--- config.mk ---
export PLATFORM = sky130hd
export DESIGN_NAME = writeback_commit
export DESIGN_NICKNAME = d
export VERILOG_FILES = /design/src/rtl/writeback_commit_pkg.sv /design/src/rtl/wb_rr_arbiter.sv /design/src/rtl/writeback_commit.sv
export SDC_FILE = /design/constraint.sdc
export NUM_CORES = 1
export LEC_CHECK = 0
export BUFFER_PORTS_ARGS = -buffer_cell sky130_fd_sc_hd__clkbuf_2
export CAP_MARGIN = 20
export CELL_PAD_IN_SITES_DETAIL_PLACEMENT = 1
export CELL_PAD_IN_SITES_GLOBAL_PLACEMENT = 1
export CORE_AREA = 2 2 468 470
export DETAILED_ROUTE_END_ITERATION = 8
export DIE_AREA = 0 0 470 472
export HOLD_SLACK_MARGIN = 0.15
export PLACE_DENSITY = 0.3
export RECOVER_POWER = 50
export SYNTH_ARGS = -nofsm -noshare
export SYNTH_HDL_FRONTEND = slang
export SYNTH_SLANG_ARGS = --single-unit
--- constraint.sdc ---
create_clock -name clk -period 14.5 [get_ports clk]
set_clock_uncertainty 0.1 [all_clocks]
set_input_delay 2.9 -clock clk [delete_from_list [all_inputs] [get_ports clk]]
set_output_delay 2.9 -clock clk [all_outputs]
set_load 0.02 [all_outputs]
--- src/rtl/writeback_commit_pkg.sv ---
// Shared definitions for the writeback commit stage: default widths,
// execute-unit source indices and the result packet record.
package writeback_commit_pkg;

  localparam int DEFAULT_NUM_SRCS    = 4;
  localparam int DEFAULT_NUM_THREADS = 4;
  localparam int DEFAULT_XLEN        = 32;
  localparam int DEFAULT_NW_WIDTH    = 2;
  localparam int DEFAULT_NR_BITS     = 6;
  localparam int DEFAULT_UUID_WIDTH  = 44;
  localparam int DEFAULT_CTR_BITS    = 44;

  // Result input index of each execute unit
  localparam int SRC_ALU = 0;
  localparam int SRC_LSU = 1;
  localparam int SRC_FPU = 2;
  localparam int SRC_SFU = 3;

  // One completed result beat as produced by an execute unit
  typedef struct packed {
    logic [DEFAULT_UUID_WIDTH-1:0]               uuid;
    logic [DEFAULT_NW_WIDTH-1:0]                 wid;
    logic [DEFAULT_NUM_THREADS-1:0]              tmask;
    logic [DEFAULT_XLEN-1:0]                     pc;
    logic                                        wb;
    logic [DEFAULT_NR_BITS-1:0]                  rd;
    logic [DEFAULT_NUM_THREADS*DEFAULT_XLEN-1:0] data;
    logic                                        eop;
  } wb_result_t;

endpackage

--- src/rtl/wb_rr_arbiter.sv ---
// Round-robin arbiter: one grant per cycle among active requests, searching
// from the priority pointer upward and wrapping; the pointer moves just past
// the winner so every requester is served within NUM_REQS cycles.
module wb_rr_arbiter
  import writeback_commit_pkg::*;
#(
  parameter int NUM_REQS = DEFAULT_NUM_SRCS,
  parameter int IDX_W    = (NUM_REQS > 1) ? $clog2(NUM_REQS) : 1
) (
  input  logic                clk,
  input  logic                reset,
  input  logic [NUM_REQS-1:0] req,
  output logic [NUM_REQS-1:0] grant,
  output logic [IDX_W-1:0]    grant_idx,
  output logic                grant_valid
);

  logic [IDX_W-1:0] ptr_q;
  logic [IDX_W-1:0] ptr_d;
  int               idx;

  // Circular search starting at the pointer; first active request wins
  always_comb begin
    grant       = '0;
    grant_idx   = '0;
    grant_valid = 1'b0;
    idx         = 0;
    for (int k = 0; k < NUM_REQS; k++) begin
      idx = int'(ptr_q) + k;
      if (idx >= NUM_REQS) begin
        idx = idx - NUM_REQS;
      end
      if (!grant_valid && req[idx]) begin
        grant[idx]  = 1'b1;
        grant_idx   = IDX_W'(idx);
        grant_valid = 1'b1;
      end
    end
  end

  // Pointer moves one past the winner, holds when nothing is granted
  always_comb begin
    ptr_d = ptr_q;
    if (grant_valid) begin
      if (int'(grant_idx) == NUM_REQS - 1) begin
        ptr_d = '0;
      end else begin
        ptr_d = grant_idx + IDX_W'(1);
      end
    end
  end

  // Pointer register
  always_ff @(posedge clk) begin
    if (reset) begin
      ptr_q <= '0;
    end else begin
      ptr_q <= ptr_d;
    end
  end

endmodule

--- src/rtl/writeback_commit.sv ---
// Per-issue-slot writeback collector: arbitrates execute-unit results, drives
// the registered writeback port (no back-pressure) and counts committed
// instructions and their active lanes.
module writeback_commit
  import writeback_commit_pkg::*;
#(
  parameter int NUM_SRCS    = DEFAULT_NUM_SRCS,
  parameter int NUM_THREADS = DEFAULT_NUM_THREADS,
  parameter int XLEN        = DEFAULT_XLEN,
  parameter int NW_WIDTH    = DEFAULT_NW_WIDTH,
  parameter int NR_BITS     = DEFAULT_NR_BITS,
  parameter int UUID_WIDTH  = DEFAULT_UUID_WIDTH,
  parameter int CTR_BITS    = DEFAULT_CTR_BITS
) (
  input  logic                                 clk,
  input  logic                                 reset,
  input  logic [NUM_SRCS-1:0]                  res_valid,
  output logic [NUM_SRCS-1:0]                  res_ready,
  input  logic [NUM_SRCS*UUID_WIDTH-1:0]       res_uuid,
  input  logic [NUM_SRCS*NW_WIDTH-1:0]         res_wid,
  input  logic [NUM_SRCS*NUM_THREADS-1:0]      res_tmask,
  input  logic [NUM_SRCS*XLEN-1:0]             res_pc,
  input  logic [NUM_SRCS-1:0]                  res_wb,
  input  logic [NUM_SRCS*NR_BITS-1:0]          res_rd,
  input  logic [NUM_SRCS*NUM_THREADS*XLEN-1:0] res_data,
  input  logic [NUM_SRCS-1:0]                  res_eop,
  output logic                                 wb_valid,
  output logic [UUID_WIDTH-1:0]                wb_uuid,
  output logic [NW_WIDTH-1:0]                  wb_wid,
  output logic [NUM_THREADS-1:0]               wb_tmask,
  output logic [XLEN-1:0]                      wb_pc,
  output logic [NR_BITS-1:0]                   wb_rd,
  output logic [NUM_THREADS*XLEN-1:0]          wb_data,
  output logic                                 wb_eop,
  output logic [CTR_BITS-1:0]                  commit_instrs,
  output logic [CTR_BITS-1:0]                  commit_threads
);

  localparam int IDX_W  = (NUM_SRCS > 1) ? $clog2(NUM_SRCS) : 1;
  localparam int DATA_W = NUM_THREADS * XLEN;

  logic [NUM_SRCS-1:0]    req;
  logic [NUM_SRCS-1:0]    grant;
  logic [IDX_W-1:0]       grant_idx;
  logic                   grant_valid;

  int                     sel;
  logic [UUID_WIDTH-1:0]  sel_uuid;
  logic [NW_WIDTH-1:0]    sel_wid;
  logic [NUM_THREADS-1:0] sel_tmask;
  logic [XLEN-1:0]        sel_pc;
  logic                   sel_wb;
  logic [NR_BITS-1:0]     sel_rd;
  logic [DATA_W-1:0]      sel_data;
  logic                   sel_eop;
  logic [CTR_BITS-1:0]    lane_count;

  logic                   wb_valid_q, wb_valid_d;
  logic [UUID_WIDTH-1:0]  wb_uuid_q, wb_uuid_d;
  logic [NW_WIDTH-1:0]    wb_wid_q, wb_wid_d;
  logic [NUM_THREADS-1:0] wb_tmask_q, wb_tmask_d;
  logic [XLEN-1:0]        wb_pc_q, wb_pc_d;
  logic [NR_BITS-1:0]     wb_rd_q, wb_rd_d;
  logic [DATA_W-1:0]      wb_data_q, wb_data_d;
  logic                   wb_eop_q, wb_eop_d;
  logic [CTR_BITS-1:0]    commit_instrs_q, commit_instrs_d;
  logic [CTR_BITS-1:0]    commit_threads_q, commit_threads_d;

  // Requests are masked during reset so nothing is accepted while it is high
  always_comb begin
    req = reset ? '0 : res_valid;
  end

  wb_rr_arbiter #(
    .NUM_REQS (NUM_SRCS),
    .IDX_W    (IDX_W)
  ) u_arb (
    .clk         (clk),
    .reset       (reset),
    .req         (req),
    .grant       (grant),
    .grant_idx   (grant_idx),
    .grant_valid (grant_valid)
  );

  assign res_ready = grant;

  // Select the granted source's payload and count its active lanes
  always_comb begin
    sel        = int'(grant_idx);
    sel_uuid   = res_uuid[sel*UUID_WIDTH +: UUID_WIDTH];
    sel_wid    = res_wid[sel*NW_WIDTH +: NW_WIDTH];
    sel_tmask  = res_tmask[sel*NUM_THREADS +: NUM_THREADS];
    sel_pc     = res_pc[sel*XLEN +: XLEN];
    sel_wb     = res_wb[sel];
    sel_rd     = res_rd[sel*NR_BITS +: NR_BITS];
    sel_data   = res_data[sel*DATA_W +: DATA_W];
    sel_eop    = res_eop[sel];
    lane_count = '0;
    for (int i = 0; i < NUM_THREADS; i++) begin
      lane_count = lane_count + CTR_BITS'(sel_tmask[i]);
    end
  end

  // Output register and counters: payload loads on any grant, valid only
  // when the grantee writes a register; counters advance on end-of-packet
  always_comb begin
    wb_valid_d       = grant_valid & sel_wb;
    wb_uuid_d        = wb_uuid_q;
    wb_wid_d         = wb_wid_q;
    wb_tmask_d       = wb_tmask_q;
    wb_pc_d          = wb_pc_q;
    wb_rd_d          = wb_rd_q;
    wb_data_d        = wb_data_q;
    wb_eop_d         = wb_eop_q;
    commit_instrs_d  = commit_instrs_q;
    commit_threads_d = commit_threads_q;
    if (grant_valid) begin
      wb_uuid_d  = sel_uuid;
      wb_wid_d   = sel_wid;
      wb_tmask_d = sel_tmask;
      wb_pc_d    = sel_pc;
      wb_rd_d    = sel_rd;
      wb_data_d  = sel_data;
      wb_eop_d   = sel_eop;
      if (sel_eop) begin
        commit_instrs_d  = commit_instrs_q + CTR_BITS'(1);
        commit_threads_d = commit_threads_q + lane_count;
      end
    end
  end

  // State registers with synchronous reset
  always_ff @(posedge clk) begin
    if (reset) begin
      wb_valid_q       <= 1'b0;
      wb_uuid_q        <= '0;
      wb_wid_q         <= '0;
      wb_tmask_q       <= '0;
      wb_pc_q          <= '0;
      wb_rd_q          <= '0;
      wb_data_q        <= '0;
      wb_eop_q         <= 1'b0;
      commit_instrs_q  <= '0;
      commit_threads_q <= '0;
    end else begin
      wb_valid_q       <= wb_valid_d;
      wb_uuid_q        <= wb_uuid_d;
      wb_wid_q         <= wb_wid_d;
      wb_tmask_q       <= wb_tmask_d;
      wb_pc_q          <= wb_pc_d;
      wb_rd_q          <= wb_rd_d;
      wb_data_q        <= wb_data_d;
      wb_eop_q         <= wb_eop_d;
      commit_instrs_q  <= commit_instrs_d;
      commit_threads_q <= commit_threads_d;
    end
  end

  assign wb_valid       = wb_valid_q;
  assign wb_uuid        = wb_uuid_q;
  assign wb_wid         = wb_wid_q;
  assign wb_tmask       = wb_tmask_q;
  assign wb_pc          = wb_pc_q;
  assign wb_rd          = wb_rd_q;
  assign wb_data        = wb_data_q;
  assign wb_eop         = wb_eop_q;
  assign commit_instrs  = commit_instrs_q;
  assign commit_threads = commit_threads_q;

endmodule

==> impl_metrics.json, run 1 <==
{
  "grt_pass1_vias": 27500,
  "setup-violations-final": 0,
  "grt_max_degree": 139,
  "gp_congestion": 0.818,
  "worstSetupPathType": "input port to flop",
  "yosysTopAreaCell": "dfxtp_1",
  "min_period_over_period_pct": 60.5,
  "yosysUniqueCellTypes": 51,
  "drv_cap": 1,
  "cts_tree": "yes",
  "synthesis.nets": 3892,
  "tightestPinTransition_ps": 2460,
  "clk_pin_slew_ps": 60,
  "crit_arrival_ps": 9260,
  "clockRootBuffer": "clkbuf_16",
  "hp-class": "flop to flop",
  "ctsLongestPathBuffers": 3,
  "syn_inst": 3001,
  "drt_pass1_iterations": 5,
  "grt_pass1_wl_mm": 241,
  "rows": 171,
  "post_cts_buffers": 0,
  "synth_seq_area_share_pct": 32.9,
  "rsz0062_at_grt": "no",
  "drc_errors": 0,
  "area_delta_synth_final_pct": 55.7,
  "die-area_sq_mm": 0.222,
  "synth_seq_cells": 308,
  "netlist_top_cells_area": "dfxtp_1 33%, nand2_1 22%, nand3_1 18%, a21oi_1 7.7%, clkbuf_1 4.4%",
  "slew_viol_final": 45,
  "die_x_um": 470,
  "ir_drop_v": 0.0000817,
  "relSlewSlack_pct": -63.9,
  "powerDensity_mw_per_mm2": 125,
  "failed_checks": "capacitance limit, slew limit",
  "wire_per_inst_um": 25.8,
  "postSynth.asyncResetShare_pct": 0,
  "grt_usage_pct": 15.5,
  "route.antenna.remaining_nets": 0,
  "fin_crit_ps": 8770,
  "start_kind": "input port",
  "layout_common_cells": "1121 x nand2_1, 879 x clkbuf_2, 674 x nand3_1, 315 x clkbuf_1, 308 x dfxtp_1",
  "power_leakage_uw": 0.0120,
  "vias_per_cell": 3.71,
  "cts_hold_buf": 0,
  "io-pin-count": 1188,
  "clk_latency_ps": 660,
  "antenna_found_initial": 70,
  "synth-edff-count": 0,
  "outcome": "finished with violations",
  "cts_resized": 0,
  "crit_fanout": 78,
  "clock_sinks": 308,
  "finalWirelength_mm": 179,
  "core_sq_mm": 0.217,
  "synth.yosys.warnings": 0,
  "drive_above_1_share_pct": 25.2,
  "final_net_count": 4914,
  "maxClockFrequency_mhz": 114,
  "synth_area_sq_mm": 0.0187,
  "required_ps": 14990,
  "synth.avg_cell_area_sq_um": 6.24,
  "numCtsBuffers": 51,
  "grt_overflow": 0,
  "drt_iter0_drc": 1258,
  "die_y_um": 472,
  "final_hold_viol_count": 0,
  "cts_max_level": 2,
  "synthFlopType": "dfxtp_1",
  "crit_path_end_kind": "flop",
  "initial_core_util_pct": 8.65,
  "vias": 25800,
  "port_buffers": 1187,
  "final_common_cell": "nand2_1",
  "finalSetupTns_ps": 0,
  "fin_total_pwr_uw": 3650,
  "netlist.area_leader.share_pct": 32.9,
  "hpwl_mm": 143
}
==> worst paths after layout <==
kind	from	to	slack [ps]	depth (start not counted)
worst min register to register	wb_data[103]	wb_data[103]	350	2
worst min-delay path	wb_data[103]	wb_data[103]	350	2
worst max register to register	u_arb.ptr_q[0]	commit_threads[41]	6530	17
worst max-delay path	res_valid[0]	commit_threads[41]	5730	16
==> kinds of logic after synthesis <==
kind of cell	Yosys count	share of synthesized area (%)
AND/OR/NAND/NOR	1974	46.5
AO/OA/AOI/OAI	414	12.6
XOR/XNOR	2	0.0935
multiplexers	20	1.26
adder cells (fa/ha/maj)	13	0.989
buffers and inverters	270	5.70
flip-flops	308	32.9
==> final cells by class <==
cell class	instances	area, sq um
fillers	26700	187000
inverters	18	67.6
clock buffers	75	1550
clock inverters	20	349
multi-input cells	2423	11500
well taps	2854	3570
repair buffers	1221	5850
flip-flops and latches	308	6170
diodes	27	67.6
==> worst max-delay path, cell delays in order <==
cell and delay, ps:
clkbuf_1 220, mux4_2 600, o21ai_0 480, mux2i_4 340, buf_12 420, nand3_1 150, o21ai_0 210, fa_1 520
fa_1 510, nor2b_1 170, nor2_1 110, nand3b_1 680, nor3_1 1060, nand4_1 220, or4_1 440, a21oi_1 140
==> where the power goes <==
group          internal, uW  total [uW]  leakage [uW]  switching (uW)
Combinational           339        1230       0.00857             892
Clock                   897        1440      0.000932             546
Sequential              926         977       0.00252            51.0
==> sequential cells by signal, summed over array words and instances (netlist names), 4 cells and up <==
register and count:
wb_data 128, commit_instrs 44, commit_threads 44, wb_uuid 44
wb_pc 32, wb_rd 6, wb_tmask 4
==> per-layer routing <==
layer / routed length (um) / global-route usage [%] / vias to the layer above
met4: 4540 / 4.34 / 60
li1: - / - / 12400
met3: 15300 / 6.35 / 194
met5: 386 / 0 / -
met2: 83300 / 25.5 / 856
met1: 75600 / 18.5 / 12300
==> cell usage after synthesis (5+ instances only) <==
cell,count
buf_2,20
or4_1,46
o41ai_1,6
and4_1,13
a211oi_1,5
inv_1,18
nor3_1,11
and3_1,10
clkbuf_1,219
a21oi_1,290
or3_1,26
nand2_1,1121
nand3_1,674
o21ai_0,39
nand4_1,22
o31ai_1,46
dfxtp_1,308
mux2_2,7
ha_1,10
mux2i_1,9
nor2_1,34
buf_1,9
==> stage by stage <==
stage / area, sq um / util (%) / setup slack [ps] / hold slack [ps] / std cells
after floorplan: 18700 / - / 6720 / 429 / 3001
after global placement: 27600 / 12.7 / 5120 / 344 / 6824
after detailed placement: 27600 / 12.7 / 4900 / 349 / 6824
after CTS: 29500 / 13.6 / 5660 / 356 / 6919
after global routing: 29100 / 13.4 / 5220 / 371 / 6930
final: 29200 / 13.5 / 5730 / 352 / 6946
No activity file was read; power rests on OpenSTA's default activity.
==> run 2: changes to the inputs <==
CORE_AREA = 2 2 456 458   (was 2 2 468 470)
DIE_AREA = 0 0 458 460   (was 0 0 470 472)
PLACE_DENSITY = 0.31   (was 0.3)
clock period = 7.6 ns   (was 14.5 ns; I/O delays follow)
==> run 2 against run 1 <==
Net effect:
- the run still ends with capacitance limit, slew limit left
- die area fell by 5.0%
- global-route usage grew 0.20 points
- largest power group unchanged
- via count fell by 0.63%
==> impl_metrics.json, run 2 (synthesis gave the netlist of run 1 again) <==
{
  "slew_viol_final": 69,
  "final_common_cell": "nand2_1",
  "final_net_count": 4917,
  "crit_path_end_kind": "flop",
  "drt_pass1_iterations": 5,
  "drc_errors": 0,
  "tightestPinTransition_ps": 3350,
  "worstSetupPathType": "flop to flop",
  "grt_overflow": 0,
  "ctsLongestPathBuffers": 3,
  "grt_pass1_wl_mm": 232,
  "route.antenna.remaining_nets": 0,
  "drt_iter0_drc": 1226,
  "powerDensity_mw_per_mm2": 229,
  "clockRootBuffer": "clkbuf_16",
  "die_y_um": 460,
  "finalSetupTns_ps": 0,
  "drv_cap": 1,
  "start_kind": "flop",
  "io-pin-count": 1188,
  "fin_ws_ps": 961,
  "post_cts_buffers": 0,
  "fin_crit_ps": 6640,
  "ff2ff_setup_slack_ps": 960,
  "layout_common_cells": "1121 x nand2_1, 880 x clkbuf_2, 674 x nand3_1, 323 x clkbuf_1, 308 x dfxtp_1",
  "die-area_sq_mm": 0.211,
  "clock_sinks": 308,
  "wire_per_inst_um": 25.6,
  "crit_fanout": 69,
  "maxClockFrequency_mhz": 151,
  "hpwl_mm": 140,
  "grt_usage_pct": 15.7,
  "gp_congestion": 0.804,
  "cts_hold_buf": 0,
  "power_leakage_uw": 0.0119,
  "vias": 25600,
  "drive_above_1_share_pct": 24.9,
  "setup-violations-final": 0,
  "grt_pass1_vias": 26400,
  "cts_max_level": 2,
  "n_fill_cell": 25500,
  "area_delta_synth_final_pct": 53.3,
  "min_period_over_period_pct": 87.3,
  "core_sq_mm": 0.206,
  "rsz0062_at_grt": "no",
  "cts_tree": "yes",
  "required_ps": 8010,
  "outcome": "finished with violations",
  "final_hold_viol_count": 0,
  "crit_arrival_ps": 7050,
  "die_x_um": 458,
  "port_buffers": 1187,
  "vias_per_cell": 3.78,
  "clk_latency_ps": 660,
  "grt_max_degree": 164,
  "failed_checks": "capacitance limit, slew limit",
  "rows": 167,
  "antenna_found_initial": 68,
  "hp-class": "flop to flop",
  "relSlewSlack_pct": -123,
  "largest_register_ffs": 128,
  "ir_drop_v": 0.000138,
  "finalWirelength_mm": 174,
  "numCtsBuffers": 50,
  "clk_pin_slew_ps": 60,
  "cts_resized": 0,
  "initial_core_util_pct": 9.09,
  "pre_cts_ws_ps": 557
}
## run 2: cell types whose count changed in the layout (fill, tap and decap cells not counted), sizes merged
| cell | change |
|---|---|
| diode | -17 |
| clkinvlp | -1 |
| clkinv | -5 |
| clkbuf | +2 |
| bufinv | -6 |
| buf | +4 |
| inv | +1 |
## run 2: area by class of cell
cell class,count,area [sq um],area share [%]
well taps,2704,3380,11.8
clock inverters,9,141,0.492
flip-flops and latches,308,6170,21.5
diodes,10,25.0,0.0871
clock buffers,77,1460,5.10
repair buffers,1225,5920,20.6
inverters,18,67.6,0.235
multi-input cells,2423,11500,40.2
## run 2: through the flow
stage	instances	utilization, %	hold WS, ps	area (sq um)	power [uW]
after floorplan	3001	-	429	18700	3130
after global placement	6677	13.3	342	27500	4360
after detailed placement	6677	13.3	349	27500	4360
after CTS	6763	14.1	357	29100	6880
after global routing	6767	13.9	373	28700	7060
final	6774	13.9	355	28700	6580
## run 2: routing by layer
metal | up-vias | share of wire, % | GRT usage (%)
li1 | 12300 | - | -
met1 | 12200 | 41 | 18.7
met2 | 835 | 48 | 27.1
met3 | 196 | 8.5 | 5.97
met4 | 70 | 1.6 | 2.49
met5 | - | 0.25 | 0
## run 2: critical path, stage by stage (launching register included)
cell	delay [ps]
dfxtp_1	710
inv_1	260
ha_1	590
mux4_2	640
o21ai_2	260
mux2_1	2310
nand3_1	880
nand3_1	410
a21oi_1	90
## run 2: final timing paths
path,depth (start not counted),startpoint,end
max,8,u_arb.ptr_q[0],wb_data[116]
min reg2reg,2,wb_data[127],wb_data[127]
min,2,wb_data[127],wb_data[127]
max reg2reg,8,u_arb.ptr_q[0],wb_data[116]
## run 2: report_power, final
group	total [uW]	internal [uW]	leakage, uW	switching [uW]
Combinational	2320	659	0.00860	1660
Sequential	1880	1770	0.00252	112
Clock	2390	1410	0.000782	975
